### src/rtl/rob_update_queue_if.sv
// ============================================================================
//  Module      : rob_update_queue_if
//  Description : Completion-bus / ROB-update bundle for rob_update_queue.
//  Revision    : 1.0 - initial release
// ============================================================================
`default_nettype none

`ifndef ROB_IDX
`define ROB_IDX 6
`endif

interface rob_update_queue_if #(
    parameter int ROB_IDX = `ROB_IDX,
    parameter int QIDX    = 3
);
    logic               branch_miss;
    logic               cmp1_valid;
    logic               cmp2_valid;
    logic [ROB_IDX-1:0] cmp1_rob_idx;
    logic [ROB_IDX-1:0] cmp2_rob_idx;
    logic               cmp1_bt;
    logic               cmp2_bt;
    logic [63:0]        cmp1_ba;
    logic [63:0]        cmp2_ba;
    logic               cmp_ready;
    logic               dup1_req;
    logic               dup2_req;
    logic [ROB_IDX-1:0] rob_idx_out1;
    logic [ROB_IDX-1:0] rob_idx_out2;
    logic               bt_ex_out1;
    logic               bt_ex_out2;
    logic [63:0]        ba_ex_out1;
    logic [63:0]        ba_ex_out2;
    logic [QIDX:0]      count;

    modport master (
        output branch_miss, cmp1_valid, cmp2_valid, cmp1_rob_idx, cmp2_rob_idx,
               cmp1_bt, cmp2_bt, cmp1_ba, cmp2_ba,
        input  cmp_ready, dup1_req, dup2_req, rob_idx_out1, rob_idx_out2,
               bt_ex_out1, bt_ex_out2, ba_ex_out1, ba_ex_out2, count
    );

    modport slave (
        input  branch_miss, cmp1_valid, cmp2_valid, cmp1_rob_idx, cmp2_rob_idx,
               cmp1_bt, cmp2_bt, cmp1_ba, cmp2_ba,
        output cmp_ready, dup1_req, dup2_req, rob_idx_out1, rob_idx_out2,
               bt_ex_out1, bt_ex_out2, ba_ex_out1, ba_ex_out2, count
    );
endinterface

`default_nettype wire

### src/rtl/rob_update_queue.sv
// ============================================================================
//  Module      : rob_update_queue
//  Description : Circular queue buffering execute completions; drains up to
//                two per cycle into the ROB update port, oldest first.
//  Revision    : 1.0 - initial release
// ============================================================================
`default_nettype none

`ifndef ROB_IDX
`define ROB_IDX 6
`endif

module rob_update_queue #(
    parameter int QDEPTH  = 8,
    parameter int QIDX    = 3,
    parameter int ROB_IDX = `ROB_IDX
) (
    input  wire                  clk,
    input  wire                  reset,
    rob_update_queue_if.slave    bus
);

    localparam logic [QIDX:0] c_ready_max = (QIDX+1)'(QDEPTH - 2);
    localparam logic [QIDX:0] c_two       = (QIDX+1)'(2);

    logic [ROB_IDX-1:0] r_ent_idx [QDEPTH];
    logic               r_ent_bt  [QDEPTH];
    logic [63:0]        r_ent_ba  [QDEPTH];
    logic [QIDX-1:0]    r_head;
    logic [QIDX-1:0]    r_tail;
    logic [QIDX:0]      r_count;

    logic               w_cmp_ready;
    logic               w_accept;
    logic               w_dup1;
    logic               w_dup2;
    logic [1:0]         w_n_in;
    logic [1:0]         w_n_out;
    logic [QIDX-1:0]    w_head1;
    logic [QIDX-1:0]    w_tail1;
    logic               w_wr0;
    logic               w_wr1;
    logic [ROB_IDX-1:0] w_wr0_idx;
    logic               w_wr0_bt;
    logic [63:0]        w_wr0_ba;

    always_comb begin
        w_cmp_ready = (r_count <= c_ready_max);
        w_accept    = w_cmp_ready & ~bus.branch_miss;
        w_n_in      = w_accept ? ({1'b0, bus.cmp1_valid} + {1'b0, bus.cmp2_valid}) : 2'd0;
        w_dup1      = (r_count != '0) & ~bus.branch_miss;
        w_dup2      = (r_count >= c_two) & ~bus.branch_miss;
        w_n_out     = {1'b0, w_dup1} + {1'b0, w_dup2};
        w_head1     = r_head + QIDX'(1);
        w_tail1     = r_tail + QIDX'(1);
        // A lone slot-2 completion is compacted into the tail position.
        w_wr0       = w_accept & (bus.cmp1_valid | bus.cmp2_valid);
        w_wr1       = w_accept & bus.cmp1_valid & bus.cmp2_valid;
        w_wr0_idx   = bus.cmp1_valid ? bus.cmp1_rob_idx : bus.cmp2_rob_idx;
        w_wr0_bt    = bus.cmp1_valid ? bus.cmp1_bt      : bus.cmp2_bt;
        w_wr0_ba    = bus.cmp1_valid ? bus.cmp1_ba      : bus.cmp2_ba;
    end

    always_ff @(posedge clk or posedge reset) begin
        if (reset) begin
            r_head  <= '0;
            r_tail  <= '0;
            r_count <= '0;
        end else if (bus.branch_miss) begin
            r_head  <= '0;
            r_tail  <= '0;
            r_count <= '0;
        end else begin
            r_head  <= r_head + QIDX'(w_n_out);
            r_tail  <= r_tail + QIDX'(w_n_in);
            r_count <= r_count + (QIDX+1)'(w_n_in) - (QIDX+1)'(w_n_out);
        end
    end

    always_ff @(posedge clk or posedge reset) begin
        if (reset) begin
            for (int i = 0; i < QDEPTH; i++) begin
                r_ent_idx[i] <= '0;
                r_ent_bt[i]  <= 1'b0;
                r_ent_ba[i]  <= '0;
            end
        end else begin
            if (w_wr0) begin
                r_ent_idx[r_tail] <= w_wr0_idx;
                r_ent_bt[r_tail]  <= w_wr0_bt;
                r_ent_ba[r_tail]  <= w_wr0_ba;
            end
            if (w_wr1) begin
                r_ent_idx[w_tail1] <= bus.cmp2_rob_idx;
                r_ent_bt[w_tail1]  <= bus.cmp2_bt;
                r_ent_ba[w_tail1]  <= bus.cmp2_ba;
            end
        end
    end

    always_comb begin
        bus.cmp_ready    = w_cmp_ready;
        bus.count        = r_count;
        bus.dup1_req     = w_dup1;
        bus.dup2_req     = w_dup2;
        bus.rob_idx_out1 = w_dup1 ? r_ent_idx[r_head]  : '0;
        bus.bt_ex_out1   = w_dup1 ? r_ent_bt[r_head]   : 1'b0;
        bus.ba_ex_out1   = w_dup1 ? r_ent_ba[r_head]   : '0;
        bus.rob_idx_out2 = w_dup2 ? r_ent_idx[w_head1] : '0;
        bus.bt_ex_out2   = w_dup2 ? r_ent_bt[w_head1]  : 1'b0;
        bus.ba_ex_out2   = w_dup2 ? r_ent_ba[w_head1]  : '0;
    end

    a_count_range: assert property (@(posedge clk) disable iff (reset)
        r_count <= (QIDX+1)'(QDEPTH));

endmodule

`default_nettype wire

### src/flat_wrapper.sv
// flat-port wrapper written by rule: the top's interface ports become plain ports
module rob_update_queue_flat 
#(
    parameter int QDEPTH  = 8,
    parameter int QIDX    = 3,
    parameter int ROB_IDX = `ROB_IDX
)
  (clk, reset, bus_branch_miss, bus_cmp1_valid, bus_cmp2_valid, bus_cmp1_rob_idx, bus_cmp2_rob_idx, bus_cmp1_bt, bus_cmp2_bt, bus_cmp1_ba, bus_cmp2_ba, bus_cmp_ready, bus_dup1_req, bus_dup2_req, bus_rob_idx_out1, bus_rob_idx_out2, bus_bt_ex_out1, bus_bt_ex_out2, bus_ba_ex_out1, bus_ba_ex_out2, bus_count);
  rob_update_queue_if #(.ROB_IDX(ROB_IDX), .QIDX(QIDX)) bus_i ();
  input  wire clk;
  input  wire reset;
  input wire logic [$bits(bus_i.branch_miss)-1:0] bus_branch_miss;
  input wire logic [$bits(bus_i.cmp1_valid)-1:0] bus_cmp1_valid;
  input wire logic [$bits(bus_i.cmp2_valid)-1:0] bus_cmp2_valid;
  input wire logic [$bits(bus_i.cmp1_rob_idx)-1:0] bus_cmp1_rob_idx;
  input wire logic [$bits(bus_i.cmp2_rob_idx)-1:0] bus_cmp2_rob_idx;
  input wire logic [$bits(bus_i.cmp1_bt)-1:0] bus_cmp1_bt;
  input wire logic [$bits(bus_i.cmp2_bt)-1:0] bus_cmp2_bt;
  input wire logic [$bits(bus_i.cmp1_ba)-1:0] bus_cmp1_ba;
  input wire logic [$bits(bus_i.cmp2_ba)-1:0] bus_cmp2_ba;
  output wire logic [$bits(bus_i.cmp_ready)-1:0] bus_cmp_ready;
  output wire logic [$bits(bus_i.dup1_req)-1:0] bus_dup1_req;
  output wire logic [$bits(bus_i.dup2_req)-1:0] bus_dup2_req;
  output wire logic [$bits(bus_i.rob_idx_out1)-1:0] bus_rob_idx_out1;
  output wire logic [$bits(bus_i.rob_idx_out2)-1:0] bus_rob_idx_out2;
  output wire logic [$bits(bus_i.bt_ex_out1)-1:0] bus_bt_ex_out1;
  output wire logic [$bits(bus_i.bt_ex_out2)-1:0] bus_bt_ex_out2;
  output wire logic [$bits(bus_i.ba_ex_out1)-1:0] bus_ba_ex_out1;
  output wire logic [$bits(bus_i.ba_ex_out2)-1:0] bus_ba_ex_out2;
  output wire logic [$bits(bus_i.count)-1:0] bus_count;
  assign bus_i.branch_miss = bus_branch_miss;
  assign bus_i.cmp1_valid = bus_cmp1_valid;
  assign bus_i.cmp2_valid = bus_cmp2_valid;
  assign bus_i.cmp1_rob_idx = bus_cmp1_rob_idx;
  assign bus_i.cmp2_rob_idx = bus_cmp2_rob_idx;
  assign bus_i.cmp1_bt = bus_cmp1_bt;
  assign bus_i.cmp2_bt = bus_cmp2_bt;
  assign bus_i.cmp1_ba = bus_cmp1_ba;
  assign bus_i.cmp2_ba = bus_cmp2_ba;
  assign bus_cmp_ready = bus_i.cmp_ready;
  assign bus_dup1_req = bus_i.dup1_req;
  assign bus_dup2_req = bus_i.dup2_req;
  assign bus_rob_idx_out1 = bus_i.rob_idx_out1;
  assign bus_rob_idx_out2 = bus_i.rob_idx_out2;
  assign bus_bt_ex_out1 = bus_i.bt_ex_out1;
  assign bus_bt_ex_out2 = bus_i.bt_ex_out2;
  assign bus_ba_ex_out1 = bus_i.ba_ex_out1;
  assign bus_ba_ex_out2 = bus_i.ba_ex_out2;
  assign bus_count = bus_i.count;
  rob_update_queue #(.QDEPTH(QDEPTH), .QIDX(QIDX), .ROB_IDX(ROB_IDX)) u_core (.clk(clk), .reset(reset), .bus(bus_i));
endmodule
### config.mk
export PLATFORM = sky130hd
export DESIGN_NAME = rob_update_queue_flat
export DESIGN_NICKNAME = d
export VERILOG_FILES = /design/src/rtl/rob_update_queue_if.sv /design/src/rtl/rob_update_queue.sv /design/src/flat_wrapper.sv
export SDC_FILE = /design/constraint.sdc
export NUM_CORES = 2
export LEC_CHECK = 0
export ABC_CLOCK_PERIOD_IN_PS = 20700
export BUFFER_PORTS_ARGS = -buffer_cell sky130_fd_sc_hd__buf_4
export CAP_MARGIN = 20
export CORE_UTILIZATION = 51
export CTS_CLUSTER_DIAMETER = 100
export DETAILED_ROUTE_END_ITERATION = 16
export PLACE_DENSITY = 0.68
export SYNTH_ARGS = -nofsm -noshare
export SYNTH_HDL_FRONTEND = slang
export SYNTH_SLANG_ARGS = --single-unit
### constraint.sdc
create_clock -name clk -period 20.7 [get_ports clk]
set_input_delay 2.07 -clock clk [delete_from_list [all_inputs] [get_ports clk]]
set_output_delay 2.07 -clock clk [all_outputs]
set_load 0.01 [all_outputs]
==> flow_metrics.py <==
metrics = {
    "run_status": {
        "status": "completed",
    },
    "global_route": {
        "grt_pass1_wl_um": 206000,
        "grt_max_degree": 289,
        "grt_pass1_vias": 34200,
        "grt-ovfl-total": 0,
        "grt_use_total_pct": 33.6,
        "antenna_found_initial": 6,
    },
    "critical_path": {
        "crit_arrival_ps": 4920,
        "crit_path_end_kind": "output port",
        "slowest_delay_ps": 1040,
        "crit_required_ps": 18630,
        "rr_startpoint": "u_core.bus.count[3]",
        "cp_max_fo": 50,
        "worst_path_max_delay_cell": "dfrtp_4",
        "setup.worst_path.start": "u_core.r_head[1]",
        "path_class": "reg -> out",
        "startpoint_type": "register",
        "crit_top_cell": "buf_4",
        "crit_chain": "ha_4, buf_4, buf_4, mux4_2, nand2_1, a21oi_1, buf_4",
    },
    "sta": {
        "max_freq_mhz": 143,
        "period_minus_slack_ps": 6990,
        "rsz0062_at_grt": "no",
        "tightest_slew_ps": 1270,
        "finClkSkew_ps": 16.1,
        "finalSetupViolations": 0,
        "final-max-slew-violation-count": 0,
        "finalHoldViolations": 0,
        "fin_crit_sh_pct": 33.8,
        "fin_setup_tns_ps": 0,
        "slew_headroom_pct": 15.2,
        "setup_ws_ps": 13710,
    },
    "die": {
        "num_io_pins": 296,
        "fp.dieH_um": 281,
        "rows": 101,
        "die_w_um": 281,
        "dieArea_um2": 78700,
        "start_util_pct": 51.8,
        "coreArea_um2": 76300,
    },
    "drt": {
        "wirelength_um": 133000,
        "ant_nets": 0,
        "wl_per_cell_um": 25.8,
        "drtPass1Iterations": 7,
        "drt_iter0_drc": 4417,
        "drc": 0,
        "routed_via_density": 6.90,
        "vias": 35600,
    },
    "yosys": {
        "synth_top_area_share_pct": 36.5,
        "ys_ff_latch": 578,
        "syn_avg_cell_area_um2": 9.42,
        "syn-cell-area_um2": 39600,
        "synth.area.top_cells": "dfrtp_1, mux4_2, a31o_2, a21oi_1, nand2_1",
        "ys_types": 38,
        "syn_nets": 4364,
        "yosysSeqAreaShare_pct": 36.5,
        "yosys.area.top_type": "dfrtp_1",
        "syn_inst": 4200,
        "yosysWarnings": 0,
    },
    "pwr": {
        "p_total_mw": 6.21,
        "power_density_nw_per_um2": 142,
        "power.leakage_nw": 17.3,
        "peakVddDrop_v": 0.000103,
    },
    "final_layout": {
        "syn_to_final_growth_pct": 10.4,
        "layout.nets": 4249,
        "drive_gt1_share_pct": 32.8,
    },
    "place": {
        "hpwl_um": 71300,
        "numPortBuffers": 295,
        "place.gp.congestion": 0.819,
        "place_ws_ps": 14310,
    },
    "cts": {
        "cts_tree": "built",
        "cts_setup_buffers": 0,
        "cts_resized": 0,
        "insertion_delay_ps": 620,
        "root_buffer": "clkbuf_16",
        "clock-sinks": 578,
        "cts_hold_buf": 0,
        "numCtsBuffers": 69,
        "htreeDepth": 3,
        "path_clk_slew_ps": 60,
        "clockBufferDepth": 3,
    },
    "hold_path": {
        "hp-start": "u_core.r_ent_ba[441]",
        "hp-class": "reg -> reg",
    },
    "job": {
        "drv_cap": 0,
    },
}
[state kept, by name, indices dropped and copies added (netlist names)]
name / count
u_core.r_ent_ba: 512
u_core.r_ent_bt: 8
u_core.r_ent_idx: 48
u_core.bus.count: 4
u_core.r_head: 3
u_core.r_tail: 3
[routing by layer]
metal	vias to the layer above	track usage (%)	wire, µm
li1	15300	-	-
met1	18000	47.4	54500
met2	1994	51.0	61000
met3	313	6.09	12400
met4	6	14.6	5320
met5	-	0	42
[cell type report]
type | count | area, µm²
inverters | 18 | 75.1
multi-input cells | 3049 | 22700
fillers | 6617 | 32600
clock inverters | 23 | 240
clock buffers | 97 | 2030
flip-flops and latches | 578 | 14500
repair buffers | 369 | 2900
well taps | 1030 | 1290
diodes | 4 | 10.0
[path summary, 6_finish.rpt]
| check | end | slack [ps] | depth (start not counted) |
|---|---|---|---|
| hold reg to reg | u_core.r_ent_ba[441] | 550 | 2 |
| hold / removal | u_core.r_ent_ba[441] | 550 | 2 |
| setup / recovery | bus_ba_ex_out2[47] | 13710 | 7 |
| min in group asynchronous | u_core.r_ent_ba[450] | 1620 | 2 |
| setup reg to reg | u_core.r_ent_ba[435] | 16060 | 8 |
| max in group asynchronous | u_core.r_ent_ba[170] | 16770 | 4 |
[critical path, delay by kind of cell, from the launching register on]
family	cells	cell delay [ps]
buf+inv	3	1770
flops	1	1040
mux	1	610
fa+ha+maj	1	560
compound gates	1	160
simple gates	1	80
[synth_stat cells]
cell type and count:
clkbuf_1 258, nand2_1 713, ha_1 13, a21oi_1 640, fa_1 4, nor4b_4 3
o21ai_0 259, xor2_1 3, nor4_4 2, buf_4 15, and2_1 1, nor2b_1 4
nand2_2 1, a211o_1 1, a31o_2 566, xnor2_1 3, a21o_1 2, nand4b_1 2
xor2_4 1, mux4_2 284, buf_1 20, buf_2 260, a31o_1 2, and4bb_2 1
nand4_1 1, a211oi_2 2, nor2_1 77, nor3_2 1, buf_6 2, dfrtp_1 578
o21a_1 1, nand4bb_1 2, mux2i_1 143, inv_1 18, nor3b_2 1, a211oi_4 6
o21ai_1 309, xnor2_2 1
[stage by stage]
stage               hold slack [ps]  cell area [µm²]  cells  util (%)
floorplan                       515            39600   4200         -
global placement                530            41300   5039      54.1
detailed placement              542            41300   5039      54.1
CTS                             558            43500   5159      57.0
global route                    576            43700   5167      57.2
finish                          553            43700   5168      57.2
[cells in the final DEF (no fill, tap or decap), drive strengths merged, types with 2 or more instances in the layout]
cell	n
mux2i	143
inv	21
a31o	568
nor2	77
o21ai	568
nor4b	3
nand4bb	2
xor2	4
nor2b	4
nor4	2
diode	4
xnor2	4
clkinv	15
a211oi	8
fa	4
clkbuf	97
a21oi	640
nand4b	2
mux4	284
ha	13
bufinv	4
nand2	714
a21o	2
dfrtp	578
buf	369
[report_power, final]
group	leakage, nW	switching, mW	internal, mW
clock network	1.13	0.514	0.732
registers	7.28	0.395	1.55
logic	8.87	1.58	1.44
total	17.3	2.48	3.72
[kinds of logic (layout without fill, tap and decap cells)]
family	count (synthesis)	after routing	synth area share [%]
compound gates	1788	1788	28.3
simple gates	809	809	8.08
flops	578	578	36.5
buf+inv	573	507	6.44
mux	427	427	19.8
fa+ha+maj	17	17	0.613
xor+xnor	8	8	0.243
other cells	0	4	0
No activity file was read; power rests on OpenSTA's default activity.
